$ cat config.mk
export PLATFORM = sky130hd
export DESIGN_NAME = ula_op_sequencer
export DESIGN_NICKNAME = d
export VERILOG_FILES = /design/src/rtl/ula_defs.sv /design/src/rtl/ula_shift_add_mul.sv /design/src/rtl/ula_op_sequencer.sv
export SDC_FILE = /design/constraint.sdc
export NUM_CORES = 1
export LEC_CHECK = 0
export CAP_MARGIN = 20
export CORE_MARGIN = 5
export CORE_UTILIZATION = 61
export DETAILED_ROUTE_END_ITERATION = 8
export PLACE_DENSITY_LB_ADDON = 0.12
export SYNTH_ARGS = -nofsm -noshare
export SYNTH_HDL_FRONTEND = slang
export SYNTH_SLANG_ARGS = --single-unit
$ cat constraint.sdc
create_clock -name clk -period 4.7 [get_ports clk]
set_input_delay 0.94 -clock clk [delete_from_list [all_inputs] [get_ports clk]]
set_output_delay 0.94 -clock clk [all_outputs]
set_load 0.05 [all_outputs]
$ cat src/rtl/ula_defs.sv
// Shared opcode constants, FSM encoding and default width for the ULA sequencer.
// Pure definitions: no logic, no latency.
package ula_defs;

    localparam int DEF_WIDTH = 4;

    localparam logic [2:0] OP_ADD  = 3'b000;
    localparam logic [2:0] OP_SUB  = 3'b001;
    localparam logic [2:0] OP_MUL  = 3'b010;
    localparam logic [2:0] OP_AND  = 3'b011;
    localparam logic [2:0] OP_OR   = 3'b100;
    localparam logic [2:0] OP_XOR  = 3'b101;
    localparam logic [2:0] OP_NOT  = 3'b110;
    localparam logic [2:0] OP_PASS = 3'b111;

    typedef enum logic [1:0] {
        ST_IDLE = 2'b00,
        ST_EXEC = 2'b01,
        ST_DONE = 2'b10
    } state_t;

endpackage

$ cat src/rtl/ula_shift_add_mul.sv
// Iterative shift-add multiplier: load clears state, each step retires one multiplier bit.
// WIDTH steps per product; product shows the accumulator value after the current step.
module ula_shift_add_mul #(
    parameter int WIDTH = 4
) (
    input  logic               clk,
    input  logic               rst,
    input  logic               load,
    input  logic               step,
    input  logic [WIDTH-1:0]   a,
    input  logic [WIDTH-1:0]   b,
    output logic [2*WIDTH-1:0] product,
    output logic               last
);

    localparam int CW = $clog2(WIDTH) + 1;

    logic [2*WIDTH-1:0] acc;
    logic [2*WIDTH-1:0] mcand;
    logic [WIDTH-1:0]   mplier;
    logic [CW-1:0]      cnt;

    // Exposing the post-step value lets the sequencer capture the final
    // product on the same edge as the last iteration.
    assign product = acc + (mplier[0] ? mcand : '0);
    assign last    = (cnt == CW'(WIDTH - 1));

    always_ff @(posedge clk) begin
        if (rst) begin
            acc    <= '0;
            mcand  <= '0;
            mplier <= '0;
            cnt    <= '0;
        end else if (load) begin
            acc    <= '0;
            mcand  <= {{WIDTH{1'b0}}, a};
            mplier <= b;
            cnt    <= '0;
        end else if (step) begin
            acc    <= product;
            mcand  <= mcand << 1;
            mplier <= mplier >> 1;
            cnt    <= cnt + CW'(1);
        end
    end

endmodule

$ cat src/rtl/ula_op_sequencer.sv
// ULA sequencer: 1-cycle ops or WIDTH-cycle multiply, one-cycle done pulse; start ignored while busy.
// Sticky overflow flag is built only when ULA_STICKY_OVF_EN is defined.
module ula_op_sequencer
    import ula_defs::*;
#(
    parameter int         WIDTH  = DEF_WIDTH,
    parameter logic [2:0] MUL_OP = OP_MUL
) (
    input  logic             clk,
    input  logic             rst,
    input  logic             start,
    input  logic [2:0]       sel,
    input  logic [WIDTH-1:0] a,
    input  logic [WIDTH-1:0] b,
    input  logic             clr_ovf,
    output logic             busy,
    output logic             done,
    output logic [WIDTH-1:0] result,
    output logic [WIDTH-1:0] prod_hi,
    output logic             ovf,
    output logic             zero,
    output logic             ovf_sticky
);

    state_t             state, state_nxt;
    logic [2:0]         op_sel;
    logic [WIDTH-1:0]   op_a, op_b;
    logic               load, step, complete, mul_last;
    logic [2*WIDTH-1:0] product;
    logic [WIDTH:0]     sum;
    logic [WIDTH-1:0]   res_nxt, hi_nxt;
    logic               ovf_nxt;

    ula_shift_add_mul #(.WIDTH(WIDTH)) u_mul (
        .clk     (clk),
        .rst     (rst),
        .load    (load),
        .step    (step),
        .a       (a),
        .b       (b),
        .product (product),
        .last    (mul_last)
    );

    always_ff @(posedge clk) begin
        if (rst) begin
            state  <= ST_IDLE;
            op_sel <= '0;
            op_a   <= '0;
            op_b   <= '0;
        end else begin
            state <= state_nxt;
            if (load) begin
                op_sel <= sel;
                op_a   <= a;
                op_b   <= b;
            end
        end
    end

    always_comb begin
        state_nxt = state;
        load      = 1'b0;
        step      = 1'b0;
        complete  = 1'b0;
        case (state)
            ST_IDLE: begin
                if (start) begin
                    load      = 1'b1;
                    state_nxt = ST_EXEC;
                end
            end
            ST_EXEC: begin
                if (op_sel == MUL_OP) begin
                    step = 1'b1;
                    if (mul_last) begin
                        complete  = 1'b1;
                        state_nxt = ST_DONE;
                    end
                end else begin
                    complete  = 1'b1;
                    state_nxt = ST_DONE;
                end
            end
            ST_DONE: state_nxt = ST_IDLE;
            default: state_nxt = ST_IDLE;
        endcase
    end

    assign sum = {1'b0, op_a} + {1'b0, op_b};

    always_comb begin
        res_nxt = op_a;
        hi_nxt  = '0;
        ovf_nxt = 1'b0;
        if (op_sel == MUL_OP) begin
            res_nxt = product[WIDTH-1:0];
            hi_nxt  = product[2*WIDTH-1:WIDTH];
            ovf_nxt = |product[2*WIDTH-1:WIDTH];
        end else begin
            case (op_sel)
                OP_ADD: begin
                    res_nxt = sum[WIDTH-1:0];
                    ovf_nxt = sum[WIDTH];
                end
                OP_SUB: begin
                    res_nxt = op_a - op_b;
                    ovf_nxt = (op_a < op_b);
                end
                OP_AND:  res_nxt = op_a & op_b;
                OP_OR:   res_nxt = op_a | op_b;
                OP_XOR:  res_nxt = op_a ^ op_b;
                OP_NOT:  res_nxt = ~op_a;
                default: res_nxt = op_a;
            endcase
        end
    end

    always_ff @(posedge clk) begin
        if (rst) begin
            result  <= '0;
            prod_hi <= '0;
            ovf     <= 1'b0;
            zero    <= 1'b0;
        end else if (complete) begin
            result  <= res_nxt;
            prod_hi <= hi_nxt;
            ovf     <= ovf_nxt;
            zero    <= (res_nxt == '0);
        end
    end

`ifdef ULA_STICKY_OVF_EN
    // A completion that overflows outranks a simultaneous clear.
    always_ff @(posedge clk) begin
        if (rst) begin
            ovf_sticky <= 1'b0;
        end else if (complete && ovf_nxt) begin
            ovf_sticky <= 1'b1;
        end else if (clr_ovf && !complete) begin
            ovf_sticky <= 1'b0;
        end
    end
`else
    logic unused_clr_ovf;
    assign unused_clr_ovf = clr_ovf;
    assign ovf_sticky     = 1'b0;
`endif

    assign busy = (state != ST_IDLE);
    assign done = (state == ST_DONE);

endmodule

Word-level counts from Yosys, hierarchy flattened
Index checks and enable logic that the tools add are counted.
- $lt $le $gt $ge: 1
- multiplexer cells: 21
- bitwise logic cells: 4
- add/sub/neg operators: 4
- reduce and logical (&&, ||, !) cells: 8
- equal/unequal tests: 11
- operator list (operator ; number):
    $mux W4 ; 6
    $pmux W4 S6 ; 1
    $eq A3 B2 Y1 const B ; 3
    $eq A3 B3 Y1 const B ; 3
    $add A8 B8 Y8 ; 1
    $mux W1 ; 8
    $mux W8 ; 1
    $mux W2 ; 3
    $add A4 B4 Y5 ; 1
    $and A4 B4 Y4 ; 1
    $logic_not A4 Y1 ; 1
    $lt A4 B4 Y1 ; 1
    $not A4 Y4 ; 1
    $or A4 B4 Y4 ; 1
    $pmux W2 S2 ; 1
    $reduce_bool A2 Y1 ; 2
    $reduce_or A4 Y1 ; 1
    $sub A4 B4 Y4 ; 1
    $xor A4 B4 Y4 ; 1
    $add A3 B1 Y3 const B ; 1
    $eq A3 B1 Y1 const B ; 1
    $logic_not A3 Y1 ; 1
    $ne A3 B3 Y1 const B ; 1
    $eq A2 B1 Y1 const B ; 1
    6 further kinds ; 6
- output and inout port bits: 13
- logic and storage cells: 62
- flip-flop bits (word level): 46
- input bits: 15

Logic depth before layout (Yosys ltp)
- word-level depth: 5
- mapped depth: 9
- gate-level depth less buffers: 9

Hierarchy
A second synthesis with hierarchy kept.
- cell total of the unflattened synthesis: 341
- area total of the unflattened synthesis: 2850.2 µm²
- modules (own cells, without submodules) (module ; times used ; cells an instance ; sequential area each (µm²) ; area each (µm²)):
    ula_op_sequencer ; 1 ; 184 ; 460.4 ; 1515.2
    ula_shift_add_mul ; 1 ; 157 ; 460.4 ; 1335.0

Least setup slack after synthesis
No wires, ideal clock.
- path type: register to register
- from: register u_mul.mplier[0]
- to: register zero
- period minus slack after synthesis: 2255 ps
- setup time: 117 ps
- slack: 2445 ps
- buffers on the path: 0
- arrival: 2138 ps
- stages on the path, launching flop included: 10
- required time: 4583 ps
- path through: dfxtp_1 -> and2_1 -> ha_1 -> inv_1 -> fa_1 -> xnor2_1 -> o22ai_1 -> o31ai_1 -> a2111oi_4 -> a32o_1
- cells in the longest elaborated chain, start to end: 4
- RTL lines (what ; RTL line ; text):
    start: declaration ; ula_shift_add_mul.sv:20 ; logic [WIDTH-1:0] mplier;
    start signal: assignment ; ula_shift_add_mul.sv:42 ; mplier <= mplier >> 1;
    $mux W8 ; ula_shift_add_mul.sv:25 ; assign product = acc + (mplier[0] ? mcand : '0);
    $add A8 B8 Y8 ; ula_shift_add_mul.sv:25 ;
    $mux W4 ; ula_op_sequencer.sv:96 ; if (op_sel == MUL_OP) begin
    $logic_not A4 Y1 ; ula_op_sequencer.sv:129 ; zero <= (res_nxt == '0);
    end signal: assignment ; ula_op_sequencer.sv:129 ;
    end: declaration ; ula_op_sequencer.sv:21 ; output logic zero,
Every way passes these cells.
A chain may end at the register's enable or synchronous reset.

Worst setup path after layout
Ends and elaborated chain as after synthesis.

==> impl_results.rst <==
.. list-table::
   :header-rows: 1

   * - Metric
     - Value
   * - Clock-pin transition on the worst setup and hold timing paths
     - 0.08 ns
   * - Number of buffers inserted for hold repair after clock tree synthesis
     - 0
   * - Required arrival time at the worst endpoint
     - 4.89 ns
   * - Count of max-cap constraint violations
     - 0
   * - R2R cell count
     - 9
   * - Seq/Total Area, Yosys
     - 32.9%
   * - Worst reg2reg setup slack
     - 2.06 ns
   * - F_max
     - 0.379 GHz
   * - Post-placement worst setup slack
     - 1.80 ns
   * - PnR worst setup slack
     - 2.06 ns
   * - Worst slew margin
     - 35.0%
   * - Worst Hold Launch
     - result[2]
   * - Setup clock skew after layout
     - 0.00911 ns
   * - Gr ovfl total
     - 0
   * - Area of the core region
     - 4410 um2
   * - Flip-flop and latch count after synthesis
     - 46
   * - Syn Nets
     - 392
   * - Worst min-delay path class
     - flop to flop
   * - Number of global-route vias before repair
     - 2281
   * - Post-layout instance count excluding filler cells
     - 417
   * - Cell depth of the worst min-delay path
     - 2
   * - Library cell used as clock root buffer
     - sky130_fd_sc_hd__clkbuf_8
   * - Detailed-route via count
     - 2443
   * - Gr usage total
     - 21.2%
   * - Netlist area before placement
     - 2800 um2
   * - Initial DRC count
     - 191
   * - Mapped Cells
     - 353
   * - Routed WL
     - 6.27 mm
   * - Share of synthesized registers carrying an async set or reset
     - 0%
   * - Effective utilization at floorplan
     - 63.5%
   * - Leak pwr
     - 1.17 nW
   * - Result of the run
     - completed
   * - DRT Pass-1 Iters
     - 4
   * - Critical-path maximum fanout
     - 9
   * - Number of slew-limit violations in the final report
     - 0
   * - Die extent in x
     - 77.8 um
   * - Post-synth top flop
     - sky130_fd_sc_hd__dfxtp_1
   * - Setup TNS after final layout
     - 0 ns
   * - Endpoints failing setup
     - 0
   * - WS Path Type
     - flop to flop
   * - Total instance count after detailed placement
     - 409
   * - Crit-path cells
     - and2_1 > ha_1 > inv_1 > fa_1 > xnor2_1 > o22ai_1 > o31ai_1 > a2111oi_4 > a32o_1
   * - Port Buffers
     - 25
   * - Worst Tran Pin Value
     - 0.975 ns
   * - Clock tree from TritonCTS
     - built
   * - Sequential cell area
     - 921 um2
   * - Layout overhead on the synthesized area
     - 11.7%
   * - Hold violation count in the final report
     - 0
   * - DRC Markers
     - 0
   * - Footprint of the multi-input gates
     - 1710 um2
   * - IO Count
     - 28
   * - Wirelength per Cell
     - 15.0 um
   * - GP Congestion
     - 0.852
   * - Layout filler cell count
     - 346
   * - Total number of nets in the final design
     - 403
   * - Largest voltage drop on the vdd net
     - 0.000310 V
   * - Number of rows in the core area
     - 24
   * - Number of enable-type register cells in the synthesized netlist
     - 0
   * - Hold endpoint
     - result[2]
   * - Share of post-route cells with drive strength above 1
     - 3.84%
   * - Average cell area after synthesis
     - 7.94 um2
   * - Number of CTS-inserted buffers
     - 5
   * - Largest buffer count on any clock path
     - 2
   * - Critical path data arrival time
     - 2.83 ns
   * - Final period demand of the worst path
     - 2.64 ns
   * - Post-CTS Resized
     - 0
   * - Placed wire-length estimate
     - 4.49 mm
   * - Tot Pwr
     - 0.881 mW
   * - Total setup buffers inserted after CTS
     - 0
   * - Cell at the slowest stage of the critical path
     - sky130_fd_sc_hd__dfxtp_1
   * - Antenna violations before repair
     - 0
   * - Dominant cells by area after synthesis
     - sky130_fd_sc_hd__dfxtp_1, sky130_fd_sc_hd__ha_1, sky130_fd_sc_hd__nand2_1
   * - Kind of capture point of the worst setup path
     - flop
   * - Largest net degree at the start of global routing
     - 32
   * - Power per Cell Area
     - 281 nW/um2
   * - Number of inserted diodes
     - 0
   * - Post-synth top area share
     - 32.9%
   * - Clk Latency, worst-skew pair
     - 0.30 ns
   * - Level count of the clock H-tree
     - 2
   * - CP Launch Type
     - flop
   * - Yosys Warn Count
     - 0
   * - Setup repair after global routing missed its margin
     - no
   * - Die height
     - 77.8 um
   * - DIE AREA
     - 6050 um2
   * - Clock net sink count
     - 46
   * - First-pass GRT wire length
     - 10.7 mm
   * - Number of different library cells in the post-synthesis netlist
     - 52
   * - Worst R2R Start
     - u_mul.mplier[0]
   * - Vias/cell
     - 5.86
   * - Fin crit share
     - 56.1%
   * - R2R Path End
     - zero
   * - Residual antenna-violating net count after detailed routing
     - 0
   * - Critical path's largest stage delay
     - 0.50 ns
   * - Post-synthesis cell type with the largest combined area
     - sky130_fd_sc_hd__dfxtp_1
## synthesized netlist by cell type (all sizes together) (3+ instances only)
master,n
nand2,61
dfxtp,46
nor2,34
a21oi,33
ha,21
inv,18
clkbuf,13
buf,9
nand2b,9
nand3,8
a211oi,7
a311oi,7
and2,7
nor2b,7
o21ai,7
mux2i,6
a32oi,5
o31ai,5
xnor2,5
a21o,3
a32o,3
fa,3
nand3b,3
nor3,3
## worst max-delay path, delay by kind of cell (launching register included)
kind            cells  cell delay [ns]
simple gates        1             0.18
xor+xnor            1             0.25
buf+inv             1             0.07
compound gates      4             0.93
flops               1             0.50
fa+ha+maj           2             0.60
## power by group
group	leakage, nW	internal, mW	switching (mW)	total, mW
Clock	0.0514	0.159	0.131	0.290
Sequential	0.375	0.406	0.0244	0.431
Combinational	0.740	0.0656	0.0954	0.161
Total	1.17	0.630	0.251	0.881
## cell families after synthesis
logic type,count (synthesis),share of synthesized area (%)
fa+ha+maj,24,11.5
buf+inv,40,6.12
xor+xnor,5,1.56
other cells,1,0.134
mux,6,2.14
compound gates,89,22.3
simple gates,142,23.4
flops,46,32.9
## registers in the layout (all words and copies together) (netlist names)
register	flops
u_mul.acc	8
u_mul.mcand	8
op_a	4
op_b	4
prod_hi	4
result	4
u_mul.mplier	4
op_sel	3
u_mul.cnt	3
state	2
ovf	1
zero	1
## cell usage in the layout, fill, tap and decap left out, types with 6 or more instances in the layout
cell type	count
sky130_fd_sc_hd__a211oi_1	7
sky130_fd_sc_hd__a21oi_1	33
sky130_fd_sc_hd__a311oi_1	7
sky130_fd_sc_hd__and2_1	7
sky130_fd_sc_hd__clkdlybuf4s50_1	25
sky130_fd_sc_hd__dfxtp_1	46
sky130_fd_sc_hd__ha_1	21
sky130_fd_sc_hd__inv_1	18
sky130_fd_sc_hd__mux2i_1	6
sky130_fd_sc_hd__nand2_1	61
sky130_fd_sc_hd__nand2b_1	9
sky130_fd_sc_hd__nand3_1	8
sky130_fd_sc_hd__nor2_1	34
sky130_fd_sc_hd__nor2b_1	7
## cell type report
cell class | instances | area share [%]
multi-input combinational | 267 | 54.6
sequential | 46 | 29.4
timing repair buffer | 26 | 8.23
clock buffer | 6 | 2.32
inverter | 18 | 2.16
tap | 52 | 2.08
clock inverter | 2 | 1.20
## how the worst max path moves through the flow
stage                                from            to  slack, ns  depth (start not counted)
after CTS                       op_sel[1]          zero       2.08                          5
after floorplan           u_mul.mplier[0]          zero       2.44                          9
final                     u_mul.mplier[0]          zero       2.06                          9
after global placement              start  u_mul.acc[7]       1.82                          4
after detailed placement            start  u_mul.acc[1]       1.80                          4
after global routing                start  u_mul.cnt[2]       1.88                          4
## through the flow
step	hold WS [ns]	utilization (%)	area (um2)
finish	0.459	70.9	3130
global placement	0.443	68.5	3020
CTS	0.462	70.9	3130
global route	0.487	70.9	3130
floorplan	0.436	-	2800
detailed placement	0.450	68.5	3020
## per-layer routing
layer  vias up  global-route usage [%]  part of all wire, %
met3         6                    3.70                  3.9
met2        43                    32.1                   45
li1       1250                       -                    -
met1      1144                    31.3                   51
met5         -                       0                    0
met4         0                    5.15                 0.92
Power figures use the tool's default switching activity.
